File: src/rtl/card_mem_arbiter_if.sv
// Bus between the card memory arbiter, its three requesters and the single-port card RAM.
// slave = arbiter view, master = requester/RAM side view.
interface card_mem_arbiter_if #(
   parameter int unsigned ADDR_W  = 5,
   parameter int unsigned STATE_W = 2,
   parameter int unsigned COLOR_W = 12
);
   logic               fsm_wr_en;
   logic [ADDR_W-1:0]  fsm_wr_addr;
   logic [STATE_W-1:0] fsm_wr_state;
   logic               init_req;
   logic [ADDR_W-1:0]  init_addr;
   logic [STATE_W-1:0] init_state;
   logic [COLOR_W-1:0] init_color;
   logic               init_gnt;
   logic               rd_req;
   logic [ADDR_W-1:0]  rd_addr;
   logic               rd_gnt;
   logic               rd_valid;
   logic [STATE_W-1:0] rd_state;
   logic [COLOR_W-1:0] rd_color;
   logic               mem_ready;
   logic               mem_we;
   logic               mem_we_color;
   logic [ADDR_W-1:0]  mem_addr;
   logic [STATE_W-1:0] mem_wstate;
   logic [COLOR_W-1:0] mem_wcolor;
   logic [STATE_W-1:0] mem_rstate;
   logic [COLOR_W-1:0] mem_rcolor;
   logic               fifo_ovf;

   modport slave (
      input  fsm_wr_en, fsm_wr_addr, fsm_wr_state,
             init_req, init_addr, init_state, init_color,
             rd_req, rd_addr, mem_ready, mem_rstate, mem_rcolor,
      output init_gnt, rd_gnt, rd_valid, rd_state, rd_color,
             mem_we, mem_we_color, mem_addr, mem_wstate, mem_wcolor, fifo_ovf
   );

   modport master (
      output fsm_wr_en, fsm_wr_addr, fsm_wr_state,
             init_req, init_addr, init_state, init_color,
             rd_req, rd_addr, mem_ready, mem_rstate, mem_rcolor,
      input  init_gnt, rd_gnt, rd_valid, rd_state, rd_color,
             mem_we, mem_we_color, mem_addr, mem_wstate, mem_wcolor, fifo_ovf
   );
endinterface

File: src/rtl/card_mem_arbiter.sv
// Arbitrates the single-port card RAM between game writes (buffered), colour-init beats and reads.
// One memory operation per clock; starved reads are promoted above init after RD_MAX_WAIT denials.
module card_mem_arbiter #(
   parameter int unsigned ADDR_W      = 5,
   parameter int unsigned STATE_W     = 2,
   parameter int unsigned COLOR_W     = 12,
   parameter int unsigned FIFO_DEPTH  = 2,
   parameter int unsigned RD_MAX_WAIT = 8
) (
   input logic               clk,
   input logic               rst,
   card_mem_arbiter_if.slave bus
);
   localparam int unsigned PTR_W  = (FIFO_DEPTH > 1) ? $clog2(FIFO_DEPTH) : 1;
   localparam int unsigned OCC_W  = PTR_W + 1;
   localparam int unsigned WAIT_W = $clog2(RD_MAX_WAIT + 1);

   typedef enum logic [1:0] {IDLE, WR_FIFO, WR_INIT, RD_ISSUE} arb_state_t;

   typedef struct packed {
      logic [ADDR_W-1:0]  addr;
      logic [STATE_W-1:0] state;
   } game_wr_t;

   arb_state_t         state_q, state_d;
   game_wr_t           fifo_q [FIFO_DEPTH];
   game_wr_t           fifo_head;
   logic [PTR_W-1:0]   wr_ptr_q, rd_ptr_q;
   logic [OCC_W-1:0]   occ_q;
   logic [WAIT_W-1:0]  wait_q;
   logic               fifo_empty_c, fifo_full_c, fifo_push_c, fifo_pop_c;
   logic               init_gnt_c, rd_gnt_c;
   logic               ovf_q, rd_valid_q;
   logic               mem_we_q, mem_we_color_q;
   logic [ADDR_W-1:0]  mem_addr_q;
   logic [STATE_W-1:0] mem_wstate_q;
   logic [COLOR_W-1:0] mem_wcolor_q;

   assign fifo_head    = fifo_q[rd_ptr_q];
   assign fifo_empty_c = (occ_q == '0);
   assign fifo_full_c  = (occ_q == OCC_W'(FIFO_DEPTH));
   assign fifo_push_c  = bus.fsm_wr_en && !rst && (!fifo_full_c || fifo_pop_c);

   // Grant selection: buffered game writes, then starved read, then init, then read.
   always_comb begin
      state_d    = IDLE;
      fifo_pop_c = 1'b0;
      init_gnt_c = 1'b0;
      rd_gnt_c   = 1'b0;
      if (!rst && bus.mem_ready) begin
         if (!fifo_empty_c) begin
            state_d    = WR_FIFO;
            fifo_pop_c = 1'b1;
         end else if (bus.rd_req && (wait_q == WAIT_W'(RD_MAX_WAIT))) begin
            state_d  = RD_ISSUE;
            rd_gnt_c = 1'b1;
         end else if (bus.init_req) begin
            state_d    = WR_INIT;
            init_gnt_c = 1'b1;
         end else if (bus.rd_req) begin
            state_d  = RD_ISSUE;
            rd_gnt_c = 1'b1;
         end
      end
   end

   always_ff @(posedge clk) begin
      if (rst) begin
         wr_ptr_q <= '0;
         rd_ptr_q <= '0;
         occ_q    <= '0;
         ovf_q    <= 1'b0;
      end else begin
         if (fifo_push_c) begin
            fifo_q[wr_ptr_q] <= game_wr_t'{addr: bus.fsm_wr_addr, state: bus.fsm_wr_state};
            wr_ptr_q         <= wr_ptr_q + PTR_W'(1);
         end
         if (fifo_pop_c) begin
            rd_ptr_q <= rd_ptr_q + PTR_W'(1);
         end
         occ_q <= occ_q + OCC_W'(fifo_push_c) - OCC_W'(fifo_pop_c);
         if (bus.fsm_wr_en && !fifo_push_c) begin
            ovf_q <= 1'b1;
         end
      end
   end

   // Registered RAM command for the operation granted this cycle; reads return two cycles after grant.
   always_ff @(posedge clk) begin
      if (rst) begin
         state_q        <= IDLE;
         rd_valid_q     <= 1'b0;
         wait_q         <= '0;
         mem_we_q       <= 1'b0;
         mem_we_color_q <= 1'b0;
         mem_addr_q     <= '0;
         mem_wstate_q   <= '0;
         mem_wcolor_q   <= '0;
      end else begin
         state_q        <= state_d;
         rd_valid_q     <= (state_q == RD_ISSUE);
         mem_we_q       <= (state_d == WR_FIFO) || (state_d == WR_INIT);
         mem_we_color_q <= (state_d == WR_INIT);
         case (state_d)
            WR_FIFO: begin
               mem_addr_q   <= fifo_head.addr;
               mem_wstate_q <= fifo_head.state;
               mem_wcolor_q <= '0;
            end
            WR_INIT: begin
               mem_addr_q   <= bus.init_addr;
               mem_wstate_q <= bus.init_state;
               mem_wcolor_q <= bus.init_color;
            end
            RD_ISSUE: begin
               mem_addr_q   <= bus.rd_addr;
               mem_wstate_q <= '0;
               mem_wcolor_q <= '0;
            end
            default: begin
               mem_addr_q   <= '0;
               mem_wstate_q <= '0;
               mem_wcolor_q <= '0;
            end
         endcase
         if (rd_gnt_c) begin
            wait_q <= '0;
         end else if (bus.rd_req && (wait_q != WAIT_W'(RD_MAX_WAIT))) begin
            wait_q <= wait_q + WAIT_W'(1);
         end
      end
   end

   assign bus.init_gnt     = init_gnt_c;
   assign bus.rd_gnt       = rd_gnt_c;
   assign bus.rd_valid     = rd_valid_q;
   assign bus.rd_state     = rd_valid_q ? bus.mem_rstate : '0;
   assign bus.rd_color     = rd_valid_q ? bus.mem_rcolor : '0;
   assign bus.mem_we       = mem_we_q;
   assign bus.mem_we_color = mem_we_color_q;
   assign bus.mem_addr     = mem_addr_q;
   assign bus.mem_wstate   = mem_wstate_q;
   assign bus.mem_wcolor   = mem_wcolor_q;
   assign bus.fifo_ovf     = ovf_q;
endmodule

File: src/flat_wrapper.sv
// flat-port wrapper written by rule: the top's interface ports become plain ports
module card_mem_arbiter_flat 
#(
   parameter int unsigned ADDR_W      = 5,
   parameter int unsigned STATE_W     = 2,
   parameter int unsigned COLOR_W     = 12,
   parameter int unsigned FIFO_DEPTH  = 2,
   parameter int unsigned RD_MAX_WAIT = 8
)
  (clk, rst, bus_fsm_wr_en, bus_fsm_wr_addr, bus_fsm_wr_state, bus_init_req, bus_init_addr, bus_init_state, bus_init_color, bus_rd_req, bus_rd_addr, bus_mem_ready, bus_mem_rstate, bus_mem_rcolor, bus_init_gnt, bus_rd_gnt, bus_rd_valid, bus_rd_state, bus_rd_color, bus_mem_we, bus_mem_we_color, bus_mem_addr, bus_mem_wstate, bus_mem_wcolor, bus_fifo_ovf);
  card_mem_arbiter_if #(.ADDR_W(ADDR_W), .STATE_W(STATE_W), .COLOR_W(COLOR_W)) bus_i ();
  input logic clk;
  input logic rst;
  input wire logic [$bits(bus_i.fsm_wr_en)-1:0] bus_fsm_wr_en;
  input wire logic [$bits(bus_i.fsm_wr_addr)-1:0] bus_fsm_wr_addr;
  input wire logic [$bits(bus_i.fsm_wr_state)-1:0] bus_fsm_wr_state;
  input wire logic [$bits(bus_i.init_req)-1:0] bus_init_req;
  input wire logic [$bits(bus_i.init_addr)-1:0] bus_init_addr;
  input wire logic [$bits(bus_i.init_state)-1:0] bus_init_state;
  input wire logic [$bits(bus_i.init_color)-1:0] bus_init_color;
  input wire logic [$bits(bus_i.rd_req)-1:0] bus_rd_req;
  input wire logic [$bits(bus_i.rd_addr)-1:0] bus_rd_addr;
  input wire logic [$bits(bus_i.mem_ready)-1:0] bus_mem_ready;
  input wire logic [$bits(bus_i.mem_rstate)-1:0] bus_mem_rstate;
  input wire logic [$bits(bus_i.mem_rcolor)-1:0] bus_mem_rcolor;
  output wire logic [$bits(bus_i.init_gnt)-1:0] bus_init_gnt;
  output wire logic [$bits(bus_i.rd_gnt)-1:0] bus_rd_gnt;
  output wire logic [$bits(bus_i.rd_valid)-1:0] bus_rd_valid;
  output wire logic [$bits(bus_i.rd_state)-1:0] bus_rd_state;
  output wire logic [$bits(bus_i.rd_color)-1:0] bus_rd_color;
  output wire logic [$bits(bus_i.mem_we)-1:0] bus_mem_we;
  output wire logic [$bits(bus_i.mem_we_color)-1:0] bus_mem_we_color;
  output wire logic [$bits(bus_i.mem_addr)-1:0] bus_mem_addr;
  output wire logic [$bits(bus_i.mem_wstate)-1:0] bus_mem_wstate;
  output wire logic [$bits(bus_i.mem_wcolor)-1:0] bus_mem_wcolor;
  output wire logic [$bits(bus_i.fifo_ovf)-1:0] bus_fifo_ovf;
  assign bus_i.fsm_wr_en = bus_fsm_wr_en;
  assign bus_i.fsm_wr_addr = bus_fsm_wr_addr;
  assign bus_i.fsm_wr_state = bus_fsm_wr_state;
  assign bus_i.init_req = bus_init_req;
  assign bus_i.init_addr = bus_init_addr;
  assign bus_i.init_state = bus_init_state;
  assign bus_i.init_color = bus_init_color;
  assign bus_i.rd_req = bus_rd_req;
  assign bus_i.rd_addr = bus_rd_addr;
  assign bus_i.mem_ready = bus_mem_ready;
  assign bus_i.mem_rstate = bus_mem_rstate;
  assign bus_i.mem_rcolor = bus_mem_rcolor;
  assign bus_init_gnt = bus_i.init_gnt;
  assign bus_rd_gnt = bus_i.rd_gnt;
  assign bus_rd_valid = bus_i.rd_valid;
  assign bus_rd_state = bus_i.rd_state;
  assign bus_rd_color = bus_i.rd_color;
  assign bus_mem_we = bus_i.mem_we;
  assign bus_mem_we_color = bus_i.mem_we_color;
  assign bus_mem_addr = bus_i.mem_addr;
  assign bus_mem_wstate = bus_i.mem_wstate;
  assign bus_mem_wcolor = bus_i.mem_wcolor;
  assign bus_fifo_ovf = bus_i.fifo_ovf;
  card_mem_arbiter #(.ADDR_W(ADDR_W), .STATE_W(STATE_W), .COLOR_W(COLOR_W), .FIFO_DEPTH(FIFO_DEPTH), .RD_MAX_WAIT(RD_MAX_WAIT)) u_core (.clk(clk), .rst(rst), .bus(bus_i));
endmodule
File: config.mk
export PLATFORM = sky130hd
export DESIGN_NAME = card_mem_arbiter_flat
export DESIGN_NICKNAME = d
export VERILOG_FILES = /design/src/rtl/card_mem_arbiter_if.sv /design/src/rtl/card_mem_arbiter.sv /design/src/flat_wrapper.sv
export SDC_FILE = /design/constraint.sdc
export NUM_CORES = 1
export LEC_CHECK = 0
export BUFFER_PORTS_ARGS = -buffer_cell sky130_fd_sc_hd__buf_2
export CAP_MARGIN = 20
export CORE_MARGIN = 2
export CORE_UTILIZATION = 41
export DETAILED_ROUTE_END_ITERATION = 8
export PLACE_DENSITY = 0.82
export RECOVER_POWER = 100
export SLEW_MARGIN = 20
export SYNTH_ARGS = -nofsm -noshare
export SYNTH_HDL_FRONTEND = slang
export SYNTH_SLANG_ARGS = --single-unit
export TNS_END_PERCENT = 30
File: constraint.sdc
create_clock -name clk -period 2.1 [get_ports clk]
set_clock_uncertainty 0.05 [all_clocks]
set_input_delay 0.105 -clock clk [delete_from_list [all_inputs] [get_ports clk]]
set_output_delay 0.105 -clock clk [all_outputs]
set_load 0.01 [all_outputs]
# Word-level counts from Yosys, hierarchy flattened
# Memory sizes are Yosys's and may differ from the RTL's. A register that Yosys moved wholly into a read port is not among the register bits.
# Cells that the tools add are included.
[op_classes]
n_reduce_logical = 14
muxes = 25
n_bitwise = 1
addsub = 5
eq_ne = 7
[ops]
columns = ["cell", "count"]
rows = [
  ["2-to-1 mux 1 bit", 16],
  ["one-hot mux 5 bit (3 select lines)", 1],
  ["2-to-1 mux 12 bit", 1],
  ["2-to-1 mux 2 bit", 6],
  ["== test 2 bit (second input constant)", 4],
  ["logical AND 1 bit", 6],
  ["adder 4 x 1 -> 4 bit (second input constant)", 1],
  ["== test 4 bit (second input constant)", 1],
  ["inequality test 4 bit (second input constant)", 1],
  ["one-hot mux 2 bit (2 select lines)", 1],
  ["OR reduction 2 bit", 2],
  ["zero test 1 bit", 3],
  ["adder 1 bit (second input constant)", 2],
  ["adder 2 x 1 -> 2 bit", 1],
  ["== test 2 x 1 -> 1 bit (second input constant)", 1],
  ["zero test 2 bit", 1],
  ["logical OR 1 bit", 2],
  ["subtractor 2 x 1 -> 2 bit", 1],
  ["NOT 1 bit", 1],
]
[totals]
ff_bits = 33
out_inout_bits = 39
in_bits = 51
word_cells = 65
mem_bits_rw = 14
n_memories = 1
[memory_table]
columns = ["memory", "depth", "word_bits", "read_ports", "rd_clocked_by_memory_dff", "write_ports", "line", "text"]
rows = [
  ["u_core.fifo_q", 2, 7, 1, 1, 1, "card_mem_arbiter.sv:26", "game_wr_t fifo_q [FIFO_DEPTH];"],
]

# Depth between registers and ports, before layout
[logic_depth]
word_depth = 8
ltp_mapped = 9
mapped_depth_nobuf = 8

# Worst setup path after synthesis
# Ideal clock, no wire load.
[synth_path]
kind = "reg-to-reg"
startpoint = "register u_core.wait_q[0]"
endpoint = "register u_core.mem_wcolor_q[10], in the netlist u_core.bus.mem_wcolor[10]"
setup_slack_ns = 0.014
setup_ns = 0.059
t_required_ns = 1.991
period_less_slack_ns = 2.086
path_stages_with_launch = 10
t_arrival_ns = 1.977
n_path_buf = 1
path_cell_list = "dfxtp_1 -> inv_1 -> ha_1 -> and3b_1 -> o21ai_0 -> a21o_2 -> ha_1 -> nor2b_1 -> clkbuf_1 -> and2_1"
[synth_between]
elab_chain_cells = 8
[synth_rtl]
columns = ["element", "line", "text"]
rows = [
  ["start: declaration", "card_mem_arbiter.sv:30", "logic [WAIT_W-1:0] wait_q;"],
  ["start signal: assignment", "card_mem_arbiter.sv:129", "wait_q <= wait_q + WAIT_W'(1);"],
  ["== test 4 bit", "card_mem_arbiter.sv:54", "end else if (bus.rd_req && (wait_q == WAIT_W'(RD_MAX_WAIT))) begin"],
  ["logical AND 1 bit", "card_mem_arbiter.sv:54", ""],
  ["2-to-1 mux 2 bit", "card_mem_arbiter.sv:54", ""],
  ["2-to-1 mux 2 bit", "card_mem_arbiter.sv:51", "if (!fifo_empty_c) begin"],
  ["2-to-1 mux 2 bit", "card_mem_arbiter.sv:50", "if (!rst && bus.mem_ready) begin"],
  ["== test 2 bit", "card_mem_arbiter.sv:104", "case (state_d)"],
  ["NOT 1 bit (no source line)", "-", ""],
  ["OR reduction 2 bit (no source line)", "-", ""],
  ["end signal: assignment", "card_mem_arbiter.sv:113", "mem_wcolor_q <= bus.init_color;"],
  ["end: declaration", "card_mem_arbiter.sv:37", "logic [COLOR_W-1:0] mem_wcolor_q;"],
]
# No other way between the ends.
# A chain may end at the register's enable or synchronous reset.

# Final worst setup path
[layout_path]
startpoint = "register u_core.wait_q[0]"
endpoint = "register u_core.mem_wcolor_q[6], in the netlist u_core.bus.mem_wcolor[6]"
# Same word-level chain as after synthesis.

==> flow_summary.toml <==
[setup_path]
slowest_stage = "dfxtp_1"
critPathTopFamily = "simple AND/OR/NAND/NOR gates"
critPathBufInv = 2
crit_path_max_incr_delay_ps = 340
r2r_setup_slack_ps = 100
crit_cells = 9
path_max_fanout = 12
r2r-start = "u_core.wait_q[0]"
worst_r2r_endpoint = "u_core.bus.mem_wcolor[6]"
worstSetupPathType = "flip-flop to flip-flop"
cp.required_ps = 2280
critPathLaunchType = "flip-flop"
path_cells = "inv_1, ha_1, and3b_1, o21ai_2, a21o_2, ha_2, nor2b_1, buf_4, and2_1"
end_kind = "flip-flop"
crit_arrival_ps = 2180
worstRegToRegCells = 9

[grt]
met1_usage_pct = 16.2
grt_max_degree = 17
globalRouteMet3Util_pct = 5.94
grt-ovfl-total = 0
track_usage_pct = 16.0
busiest_layer = "met2"
grt_pass1_vias = 1551
grt_pass1_wl_mm = 6.49
met2_usage_pct = 30.2
antenna_found_initial = 0

[placement]
postPlaceCellArea_um2 = 2460
hpwlAfterDp_mm = 3.07
dp_cells = 311
port_buffers = 89
gp_congestion = 0.823

[cells_and_area]
final_cell_count_no_fill = 339
design_area_um2 = 2720
diodes = 0
drive_above_1_share_pct = 32.3
num-nets-final = 344
area_growth_pct = 40.5

[die]
core_area_um2 = 4630
io_pins = 90
die_width_um = 72.7
num_rows = 25
start_util_pct = 41.8
die_area_um2 = 5290
die_h_um = 72.7

[timing]
max_freq_ghz = 0.501
relSlewSlack_pct = 74.7
fin_tns_setup_ps = 0
hold_viol_final = 0
timing.final.crit_share_pct = 95.1
tightest_slew_ps = 379
drv_slew = 0
hold_ws_ps = 44.2
setup_violations = 0
period_minus_slack_ps = 2000

[yosys]
synth-main-ff-cell = "dfxtp_1"
synthTopCellsByArea = "dfxtp_1 35%, edfxtp_1 22%, and2_1 8.7%"
ys_seq_elements = 48
syn_area_per_cell_um2 = 11.5
synth_top_area_share_pct = 35.1
synth_area_um2 = 1940
synth_cell_type_count = 31
synthArstFlopShare_pct = 0
yosysSeqAreaShare_pct = 56.8
yosysTopAreaCell = "dfxtp_1"
syn_nets = 229
synthCells = 169
synth_edf_count = 14
synthesis.yosys.warnings = 0

[worst_hold_path]
hold_path.class = "input pin to flip-flop"
worstHoldStart = "rst"
holdPathEnd = "u_core.bus.fifo_ovf"
min_path_cells = 2

[power_and_ir_drop]
leakagePower_nw = 1.21
powerDensity_nw_per_um2 = 675
ir_drop_mv = 0.586

[detailed_routing]
drt-total-wl_mm = 4.41
via_per_inst = 4.88
dr_total_vias = 1654
antenna_left = 0
wl_per_cell_um = 13.0
drc = 0
first_pass_iters = 5
drtIter0Drc = 60

[clock_network]
cts_buffer_depth = 2
ctsHtreeMaxLevel = 2
clk_latency_ps = 290
clk_pin_slew_ps = 80
cts_made_buffers = 5
cts-root-buf = "clkbuf_8"
clkSinkCount = 48
cts_setup_buffers = 0
tritoncts = "done"

[job]
drv_cap = 0

[outcome]
status = "finished, final reports clean"
==> state kept, by name (all words and copies together), names as in the netlist, 2 cells and up, named ones only <==
| name | flops |
|---|---|
| u_core.state_q | 2 |
| u_core.bus.mem_wcolor | 12 |
| u_core.wait_q | 4 |
| u_core.occ_q | 2 |
| u_core.fifo_q | 14 |
| u_core.bus.mem_addr | 5 |
| u_core.bus.mem_wstate | 2 |
==> synthesized netlist by cell type (2+ instances only) <==
library cell  instances
a211oi_1              3
a21oi_1               7
a222oi_1              5
a22oi_1               2
and2_1               27
buf_2                 4
clkbuf_1              2
dfxtp_1              34
edfxtp_1             14
ha_1                  9
inv_1                10
mux2_2                7
nand2_1               4
nand2b_1              3
nand3_1               2
nor2_1                7
nor2b_1               3
nor3_1                6
o21ai_0               6
or3_1                 2
xor2_1                2
==> stage by stage <==
| stage | power [mW] | util, % | setup WS, ps |
|---|---|---|---|
| after floorplan | 1.21 | - | 13.6 |
| after detailed placement | 1.32 | 53.1 | 23.0 |
| final | 1.84 | 58.8 | 103 |
| after CTS | 1.85 | 59.2 | 86.1 |
| after global routing | 1.92 | 58.8 | -38.0 |
| after global placement | 1.31 | 53.1 | 93.2 |
==> routing by layer <==
| metal | routed length, µm | vias to the layer above | share of wire, % |
|---|---|---|---|
| li1 | - | 817 | - |
| met1 | 1760 | 751 | 40 |
| met2 | 2260 | 80 | 51 |
| met3 | 349 | 6 | 7.9 |
| met4 | 42 | 0 | 0.95 |
| met5 | 0 | - | 0 |
==> repair_timing <==
action | in CTS | in global routing
hold buffers | 20 | 0
endpoints found under the hold margin | 27 | 0
gates resized for setup | 1 | 6
pin swaps | 0 | 1
endpoints found under the setup margin | 2 | 17
==> report_power, final <==
part           switching, mW  internal [mW]  total (mW)
Combinational          0.145          0.154       0.299
Clock                  0.274          0.234       0.508
Sequential            0.0295           1.00        1.03
==> cell type report <==
class | count | area, µm²
repair buffers | 114 | 652
well taps | 54 | 67.6
inverters | 10 | 37.5
clock inverters | 1 | 5.00
fillers | 398 | 1910
multi-input cells | 105 | 781
flip-flops and latches | 48 | 1100
clock buffers | 7 | 76.3
==> how the worst max path moves through the flow <==
stage	to	slack [ps]	start
floorplan	u_core.bus.mem_wcolor[10]	10	u_core.wait_q[0]
global route	u_core.bus.mem_addr[2]	-40	u_core.wait_q[0]
finish	u_core.bus.mem_wcolor[6]	100	u_core.wait_q[0]
detailed placement	u_core.bus.mem_addr[3]	20	u_core.wait_q[1]
global placement	u_core.bus.mem_addr[1]	90	u_core.wait_q[1]
CTS	u_core.bus.mem_addr[3]	90	u_core.wait_q[1]
==> cell usage in the layout, fill, tap and decap left out, types with 3 or more instances in the layout <==
cell type and n:
buf_2 63, dfxtp_1 33, and2_1 27, clkbuf_1 27
dlygate4sd3_1 20, edfxtp_1 14, inv_1 10, nor2_1 7
mux2_2 7, a21oi_1 6, nor3_1 6, ha_1 6
o21ai_0 5, a222oi_1 5, clkbuf_8 5, buf_4 5
nand2_1 4, nand2b_1 3, nor2b_1 3, a211oi_1 3
ha_2 3
==> kinds of logic (layout without fill, tap and decap cells) <==
kind of cell	count (synthesis)	in the layout	share of synthesized area, %
compound gates	26	26	9.69
xor+xnor	3	3	1.36
fa+ha+maj	9	9	5.81
buf+inv	16	132	3.36
flops	48	48	56.8
mux	7	7	4.07
simple gates	60	60	18.9
(Power assumes the default switching activity.)
